## src/rtl/hyperbus_burst_scheduler.sv

```systemverilog
// Arbitrates the single HyperBus burst port between refill reads and write-line flushes.
// Define HYPERBUS_FLUSH_TIMER_EN to add the coalescing-window timer flush.
`timescale 1ns / 1ps
module hyperbus_burst_scheduler #(
    parameter int unsigned BurstSize  = 128,
    parameter int unsigned CoalWindow = 100,
    parameter int unsigned AddrWidth  = 48
) (
    input  logic                 clk_i,
    input  logic                 rst_i,
    input  logic                 rd_req_i,
    input  logic [AddrWidth-1:0] rd_addr_i,
    output logic                 rd_gnt_o,
    input  logic                 rd_done_i,
    input  logic                 wr_word_i,
    input  logic [AddrWidth-1:0] wr_base_i,
    output logic                 wr_stall_o,
    input  logic                 flush_i,
    output logic                 flush_valid_o,
    output logic [AddrWidth-1:0] flush_addr_o,
    input  logic                 flush_ready_i,
    input  logic                 flush_done_i,
    output logic                 busy_o
);

    localparam int unsigned CntW = $clog2(BurstSize) + 1;
    localparam logic [CntW-1:0] FullCnt = CntW'(BurstSize);

    if (BurstSize < 2 || (BurstSize & (BurstSize - 1)) != 0) begin : gen_bad_burst
        $error("BurstSize must be a power of two >= 2");
    end
    if (CoalWindow < 1) begin : gen_bad_window
        $error("CoalWindow must be >= 1");
    end

    typedef enum logic [1:0] {StIdle, StRdBusy, StFlReq, StFlBusy} state_e;

    state_e               state_q, state_d;
    logic [CntW-1:0]      fill_q, fill_d;
    logic                 force_q, force_d;
    logic                 last_rd_q, last_rd_d;
    logic                 rd_gnt_q, rd_gnt_d;
    logic                 flush_valid_q, flush_valid_d;
    logic [AddrWidth-1:0] flush_addr_q, flush_addr_d;
    logic                 busy_q;

    logic full, accept, conflict, expired, urgent, start_flush, start_read;

    assign full       = fill_q == FullCnt;
    assign wr_stall_o = full || state_q == StFlReq || state_q == StFlBusy;
    assign accept     = wr_word_i && !wr_stall_o;
    assign conflict   = rd_req_i && fill_q != '0 && rd_addr_i == wr_base_i;

    // An expired timer outranks a read only when the previous grant was also a read.
    assign urgent      = conflict || full || (force_q && fill_q != '0) || (expired && last_rd_q);
    assign start_flush = state_q == StIdle && (urgent || (expired && !rd_req_i));
    assign start_read  = state_q == StIdle && !urgent && rd_req_i;

    always_comb begin
        state_d       = state_q;
        fill_d        = fill_q;
        force_d       = force_q;
        last_rd_d     = last_rd_q;
        rd_gnt_d      = 1'b0;
        flush_valid_d = flush_valid_q;
        flush_addr_d  = flush_addr_q;

        if (accept) begin
            fill_d = fill_q + CntW'(1);
        end

        unique case (state_q)
            StIdle: begin
                if (start_flush) begin
                    state_d       = StFlReq;
                    flush_valid_d = 1'b1;
                    flush_addr_d  = wr_base_i;
                    last_rd_d     = 1'b0;
                end else if (start_read) begin
                    state_d   = StRdBusy;
                    rd_gnt_d  = 1'b1;
                    last_rd_d = 1'b1;
                end
                // A fence against an empty line has nothing to write back.
                if (force_q && fill_q == '0) begin
                    force_d = 1'b0;
                end
            end
            StRdBusy: begin
                if (rd_done_i) begin
                    state_d = StIdle;
                end
            end
            StFlReq: begin
                if (flush_ready_i) begin
                    state_d       = StFlBusy;
                    flush_valid_d = 1'b0;
                    force_d       = 1'b0;
                end
            end
            StFlBusy: begin
                if (flush_done_i) begin
                    state_d = StIdle;
                    fill_d  = '0;
                end
            end
            default: state_d = StIdle;
        endcase

        if (flush_i) begin
            force_d = 1'b1;
        end
    end

`ifdef HYPERBUS_FLUSH_TIMER_EN
    localparam int unsigned TmrW = $clog2(CoalWindow + 1);
    localparam logic [TmrW-1:0] TmrMax = TmrW'(CoalWindow);

    logic [TmrW-1:0] timer_q, timer_d;

    // Age counts from the cycle the first word lands, so follow the next fill level.
    always_comb begin
        timer_d = timer_q;
        if (fill_d == '0) begin
            timer_d = '0;
        end else if ((state_q == StIdle || state_q == StRdBusy) && timer_q != TmrMax) begin
            timer_d = timer_q + TmrW'(1);
        end
    end

    always_ff @(posedge clk_i) begin
        if (rst_i) begin
            timer_q <= '0;
        end else begin
            timer_q <= timer_d;
        end
    end

    assign expired = timer_q == TmrMax;
`else
    assign expired = 1'b0;
`endif

    always_ff @(posedge clk_i) begin
        if (rst_i) begin
            state_q       <= StIdle;
            fill_q        <= '0;
            force_q       <= 1'b0;
            last_rd_q     <= 1'b0;
            rd_gnt_q      <= 1'b0;
            flush_valid_q <= 1'b0;
            flush_addr_q  <= '0;
            busy_q        <= 1'b0;
        end else begin
            state_q       <= state_d;
            fill_q        <= fill_d;
            force_q       <= force_d;
            last_rd_q     <= last_rd_d;
            rd_gnt_q      <= rd_gnt_d;
            flush_valid_q <= flush_valid_d;
            flush_addr_q  <= flush_addr_d;
            busy_q        <= state_d != StIdle;
        end
    end

    assign rd_gnt_o      = rd_gnt_q;
    assign flush_valid_o = flush_valid_q;
    assign flush_addr_o  = flush_addr_q;
    assign busy_o        = busy_q;

endmodule

```

## config.mk

```make
export PLATFORM = sky130hd
export DESIGN_NAME = hyperbus_burst_scheduler
export DESIGN_NICKNAME = d
export VERILOG_FILES = /design/src/rtl/hyperbus_burst_scheduler.sv
export SDC_FILE = /design/constraint.sdc
export NUM_CORES = 1
export LEC_CHECK = 0
export ABC_AREA = 1
export CAP_MARGIN = 15
export CELL_PAD_IN_SITES_DETAIL_PLACEMENT = 1
export CELL_PAD_IN_SITES_GLOBAL_PLACEMENT = 1
export CORE_ASPECT_RATIO = 1.75
export CORE_MARGIN = 3
export CORE_UTILIZATION = 31
export DETAILED_ROUTE_END_ITERATION = 12
export MAX_ROUTING_LAYER = met4
export PLACE_DENSITY_LB_ADDON = 0.25
export SETUP_SLACK_MARGIN = 0.02
export SYNTH_ARGS = -nofsm -noshare
export SYNTH_HDL_FRONTEND = slang
export SYNTH_SLANG_ARGS = --single-unit
```

## constraint.sdc

```tcl
create_clock -name clk_i -period 2.7 [get_ports clk_i]
set_clock_uncertainty 0.15 [all_clocks]
set_input_delay 0.54 -clock clk_i [delete_from_list [all_inputs] [get_ports clk_i]]
set_output_delay 0.54 -clock clk_i [all_outputs]
set_load 0.005 [all_outputs]
```

==> impl_results.html <==
<table>
<tr><th>Metric</th><th>Value</th></tr>
<tr><th colspan="2">Placement</th></tr>
<tr><td>Routability congestion estimate from global placement</td><td>0.825</td></tr>
<tr><td>HPWL reported at the end of detailed placement</td><td>10.6 mm</td></tr>
<tr><td>PortBufs</td><td>155</td></tr>
<tr><td>Cell area after placement</td><td>0.00550 mm^2</td></tr>
<tr><th colspan="2">Clock tree</th></tr>
<tr><td>Hold_buf cts</td><td>0</td></tr>
<tr><td>Number of buffers on the longest clock path</td><td>2</td></tr>
<tr><td>Clock-pin transition on the worst setup and hold timing paths</td><td>0.05 ns</td></tr>
<tr><td>Number of levels in the clock H-tree</td><td>3</td></tr>
<tr><td>Worst skew pair latency</td><td>0.33 ns</td></tr>
<tr><td>Clock tree from TritonCTS</td><td>yes</td></tr>
<tr><td>Clock sink count</td><td>62</td></tr>
<tr><td>Total clock buffers created by CTS</td><td>9</td></tr>
<tr><td>CTS root buffer</td><td>clkbuf_16</td></tr>
<tr><th colspan="2">Yosys</th></tr>
<tr><td>Synthesized netlist net count</td><td>712</td></tr>
<tr><td>Seq cells post-synth</td><td>62</td></tr>
<tr><td>Leading area contributor after synthesis</td><td>dfxtp_1</td></tr>
<tr><td>Post-synth EDFFs</td><td>0</td></tr>
<tr><td>Most frequent cells after synthesis</td><td>nand2_1, inv_1, nor2_1</td></tr>
<tr><td>Library cells used by synthesis</td><td>30</td></tr>
<tr><td>Syn avg cell area</td><td>6.20 um^2</td></tr>
<tr><td>Sequential area share after synthesis</td><td>33.0%</td></tr>
<tr><td>Cell with the most instances after synthesis</td><td>nand2_1</td></tr>
<tr><td>Synth top area share</td><td>33.0%</td></tr>
<tr><td>Top_reg_cell synth</td><td>dfxtp_1</td></tr>
<tr><td>Synthesized netlist cell count</td><td>606</td></tr>
<tr><td>Async set or reset register ratio after synthesis</td><td>0%</td></tr>
<tr><td>Combined area of all synthesized cells</td><td>0.00376 mm^2</td></tr>
<tr><td>Yosys warns</td><td>0</td></tr>
<tr><td>Top cells by area in the synthesized netlist</td><td>dfxtp_1, nand2_1, inv_1</td></tr>
<tr><th colspan="2">Route</th></tr>
<tr><td>Antenna-violating nets left</td><td>0</td></tr>
<tr><td>Detailed-router iteration count before antenna repair</td><td>4</td></tr>
<tr><td>DRC violations left</td><td>0</td></tr>
<tr><td>Routed wirelength normalized by instance count</td><td>14.6 um</td></tr>
<tr><td>Post-detailed-routing wire length</td><td>13.2 mm</td></tr>
<tr><td>Initial DRC Count</td><td>91</td></tr>
<tr><td>Vias</td><td>4,258</td></tr>
<tr><td>Number of vias per cell after detailed routing</td><td>4.72</td></tr>
<tr><th colspan="2">STA</th></tr>
<tr><td>Slew at the pin closest to its max-slew limit</td><td>0.382 ns</td></tr>
<tr><td>Hold violation total from the final report</td><td>0</td></tr>
<tr><td>Slew HR</td><td>74.5%</td></tr>
<tr><td>Maximum operating frequency</td><td>399 MHz</td></tr>
<tr><td>Final critical delay including setup and external delays</td><td>2.51 ns</td></tr>
<tr><td>RSZ-0062 raised after global routing</td><td>no</td></tr>
<tr><td>Max Slew Vio Count</td><td>0</td></tr>
<tr><td>Final Cycle Share</td><td>92.9%</td></tr>
<tr><td>Number of setup violations in the final report</td><td>0</td></tr>
<tr><th colspan="2">Setup path</th></tr>
<tr><td>Worst setup startpoint</td><td>fill_q[1]</td></tr>
<tr><td>Arrival time at the worst endpoint</td><td>1.82 ns</td></tr>
<tr><td>Most common cell type on the critical path</td><td>nand2_1</td></tr>
<tr><td>Reg2Reg Launch Point</td><td>fill_q[1]</td></tr>
<tr><td>Highest fanout seen on the critical path</td><td>5</td></tr>
<tr><td>Crit path launch type</td><td>register</td></tr>
<tr><td>Data required time at the worst endpoint</td><td>2.01 ns</td></tr>
<tr><td>Cell type of the slowest stage on the worst timing path</td><td>clkdlybuf4s50_1</td></tr>
<tr><td>Biggest cell delay along the critical path</td><td>0.50 ns</td></tr>
<tr><td>Worst Path Buf+Inv</td><td>2</td></tr>
<tr><td>Cell chain of the critical path</td><td>inv_1 -&gt; ha_1 -&gt; nand2_1 -&gt; nor2_2 -&gt; nand2_1 -&gt; nand2_1 -&gt; clkdlybuf4s50_1</td></tr>
<tr><td>Endpoint class of the critical path</td><td>output pin</td></tr>
<tr><td>Family with the most delay on the worst path</td><td>buffers and inverters</td></tr>
<tr><td>Crit Path Category</td><td>reg -&gt; out</td></tr>
<tr><th colspan="2">Pwr</th></tr>
<tr><td>Leak</td><td>2.73 nW</td></tr>
<tr><td>Total power per unit cell area</td><td>545 mW/mm^2</td></tr>
<tr><td>Maximum VDD drop</td><td>0.000302 V</td></tr>
<tr><th colspan="2">Layout</th></tr>
<tr><td>Final antenna diode count</td><td>0</td></tr>
<tr><td>Final Instance Area</td><td>0.00581 mm^2</td></tr>
<tr><td>Nets@finish</td><td>869</td></tr>
<tr><td>Area growth from synthesis to layout</td><td>54.6%</td></tr>
<tr><td>Utilization after layout</td><td>49.6%</td></tr>
<tr><td>Share of final-layout standard cells stronger than drive strength 1</td><td>9.24%</td></tr>
<tr><th colspan="2">Floorplanning</th></tr>
<tr><td>X dimension of the die</td><td>89.2 um</td></tr>
<tr><td>Total number of placement rows</td><td>52</td></tr>
<tr><td>Core Region</td><td>0.0117 mm^2</td></tr>
<tr><td>Total die area</td><td>0.0135 mm^2</td></tr>
<tr><td>Die span in y</td><td>152 um</td></tr>
<tr><td>Number of ports placed on the die boundary</td><td>156</td></tr>
<tr><td>Initial Utilization</td><td>32.1%</td></tr>
<tr><th colspan="2">Global route</th></tr>
<tr><td>Global-route wire length before repair</td><td>20.3 mm</td></tr>
<tr><td>Total congestion overflow</td><td>0</td></tr>
<tr><td>Largest net degree at the start of global routing</td><td>74</td></tr>
<tr><td>Number of global-route vias before repair</td><td>4,527</td></tr>
<tr><td>GRT Total Usage</td><td>20.2%</td></tr>
<tr><td>Initial antenna violation count</td><td>0</td></tr>
<tr><th colspan="2">Status</th></tr>
<tr><td>Run status</td><td>finished clean</td></tr>
<tr><th colspan="2">Worst hold path</th></tr>
<tr><td>Hold path start</td><td>flush_addr_o[32]</td></tr>
<tr><td>Hold Path Class</td><td>reg -&gt; reg</td></tr>
<tr><th colspan="2">Job</th></tr>
<tr><td>Max-cap viol count</td><td>0</td></tr>
</table>
[cells by family after synthesis]
| family | after synthesis | synth area share (%) |
|---|---|---|
| fa+ha+maj | 2 | 0.666 |
| xor+xnor | 14 | 3.26 |
| flops | 62 | 33.0 |
| buf+inv | 130 | 14.8 |
| compound gates | 61 | 11.5 |
| simple gates | 336 | 36.5 |
| mux | 1 | 0.300 |
[layer usage]
layer,global-route usage (%),wire [um]
met5,-,0
met4,8.20,386
met3,3.30,471
met2,40.4,7870
met1,17.8,4480
[cell usage in the layout (no fill, tap or decap), types with 2 or more instances in the layout]
cell / instances
nand3_1: 56
nor2_2: 2
ha_1: 2
inv_1: 102
a21oi_2: 30
nor2_1: 84
clkinv_2: 3
nand2_1: 177
clkdlybuf4s50_1: 155
nor3_1: 3
buf_12: 4
nand4_1: 6
xnor2_1: 9
buf_4: 13
nor3b_1: 2
a21oi_1: 21
xor2_1: 5
o21ai_0: 5
or2_2: 2
dfxtp_1: 62
clkbuf_16: 9
clkbuf_8: 2
[worst min-delay path, stage by stage (launching register included)]
cell and delay [ns]:
dfxtp_1 0.33, a21oi_2 0.03, nor2_1 0.08
[power breakdown]
group | total (mW) | switching (mW) | internal, mW | leakage (nW)
Combinational | 0.927 | 0.461 | 0.466 | 2.08
Sequential | 1.07 | 0.0651 | 1.01 | 0.506
Clock | 1.17 | 0.409 | 0.759 | 0.152
Total | 3.17 | 0.935 | 2.23 | 2.73
[per-stage QoR]
stage	power (mW)	std cells	setup slack [ns]	hold slack (ns)	TNS, ns
after floorplan	1.55	606	0.802	0.306	0
after global placement	1.99	887	-0.0830	0.312	-2.15
after detailed placement	2.02	887	-0.127	0.322	-4.34
after CTS	3.21	903	0.101	0.338	0
after global routing	3.35	903	0.0421	0.357	0
final	3.17	903	0.192	0.331	0
[worst paths after layout]
| kind | to | slack, ns | cells past startpoint |
|---|---|---|---|
| max | wr_stall_o | 0.19 | 7 |
| min | flush_addr_o[32] | 0.33 | 2 |
| max reg2reg | flush_addr_o[25] | 0.52 | 15 |
| min reg2reg | flush_addr_o[32] | 0.33 | 2 |
[area by class of cell]
type | count | area (um^2)
flip-flops and latches | 62 | 1240
clock buffers | 12 | 256
multi-input cells | 414 | 1980
clock inverters | 4 | 45.0
well taps | 135 | 169
fillers | 1546 | 5900
repair buffers | 172 | 1730
inverters | 104 | 390
[state kept, by name, indices dropped and copies added, names as in the netlist]
signal / flops
fill_q: 8
force_q: 1
flush_addr_o: 48
busy_o: 1
state_q: 2
flush_valid_o: 1
rd_gnt_o: 1
[what timing repair did]
item | 4_1_cts | 5_1_grt
gates resized for setup | 0 | 2
setup buffers | 0 | 0
endpoints found under the setup margin | 0 | 5
(Power assumes the default switching activity.)
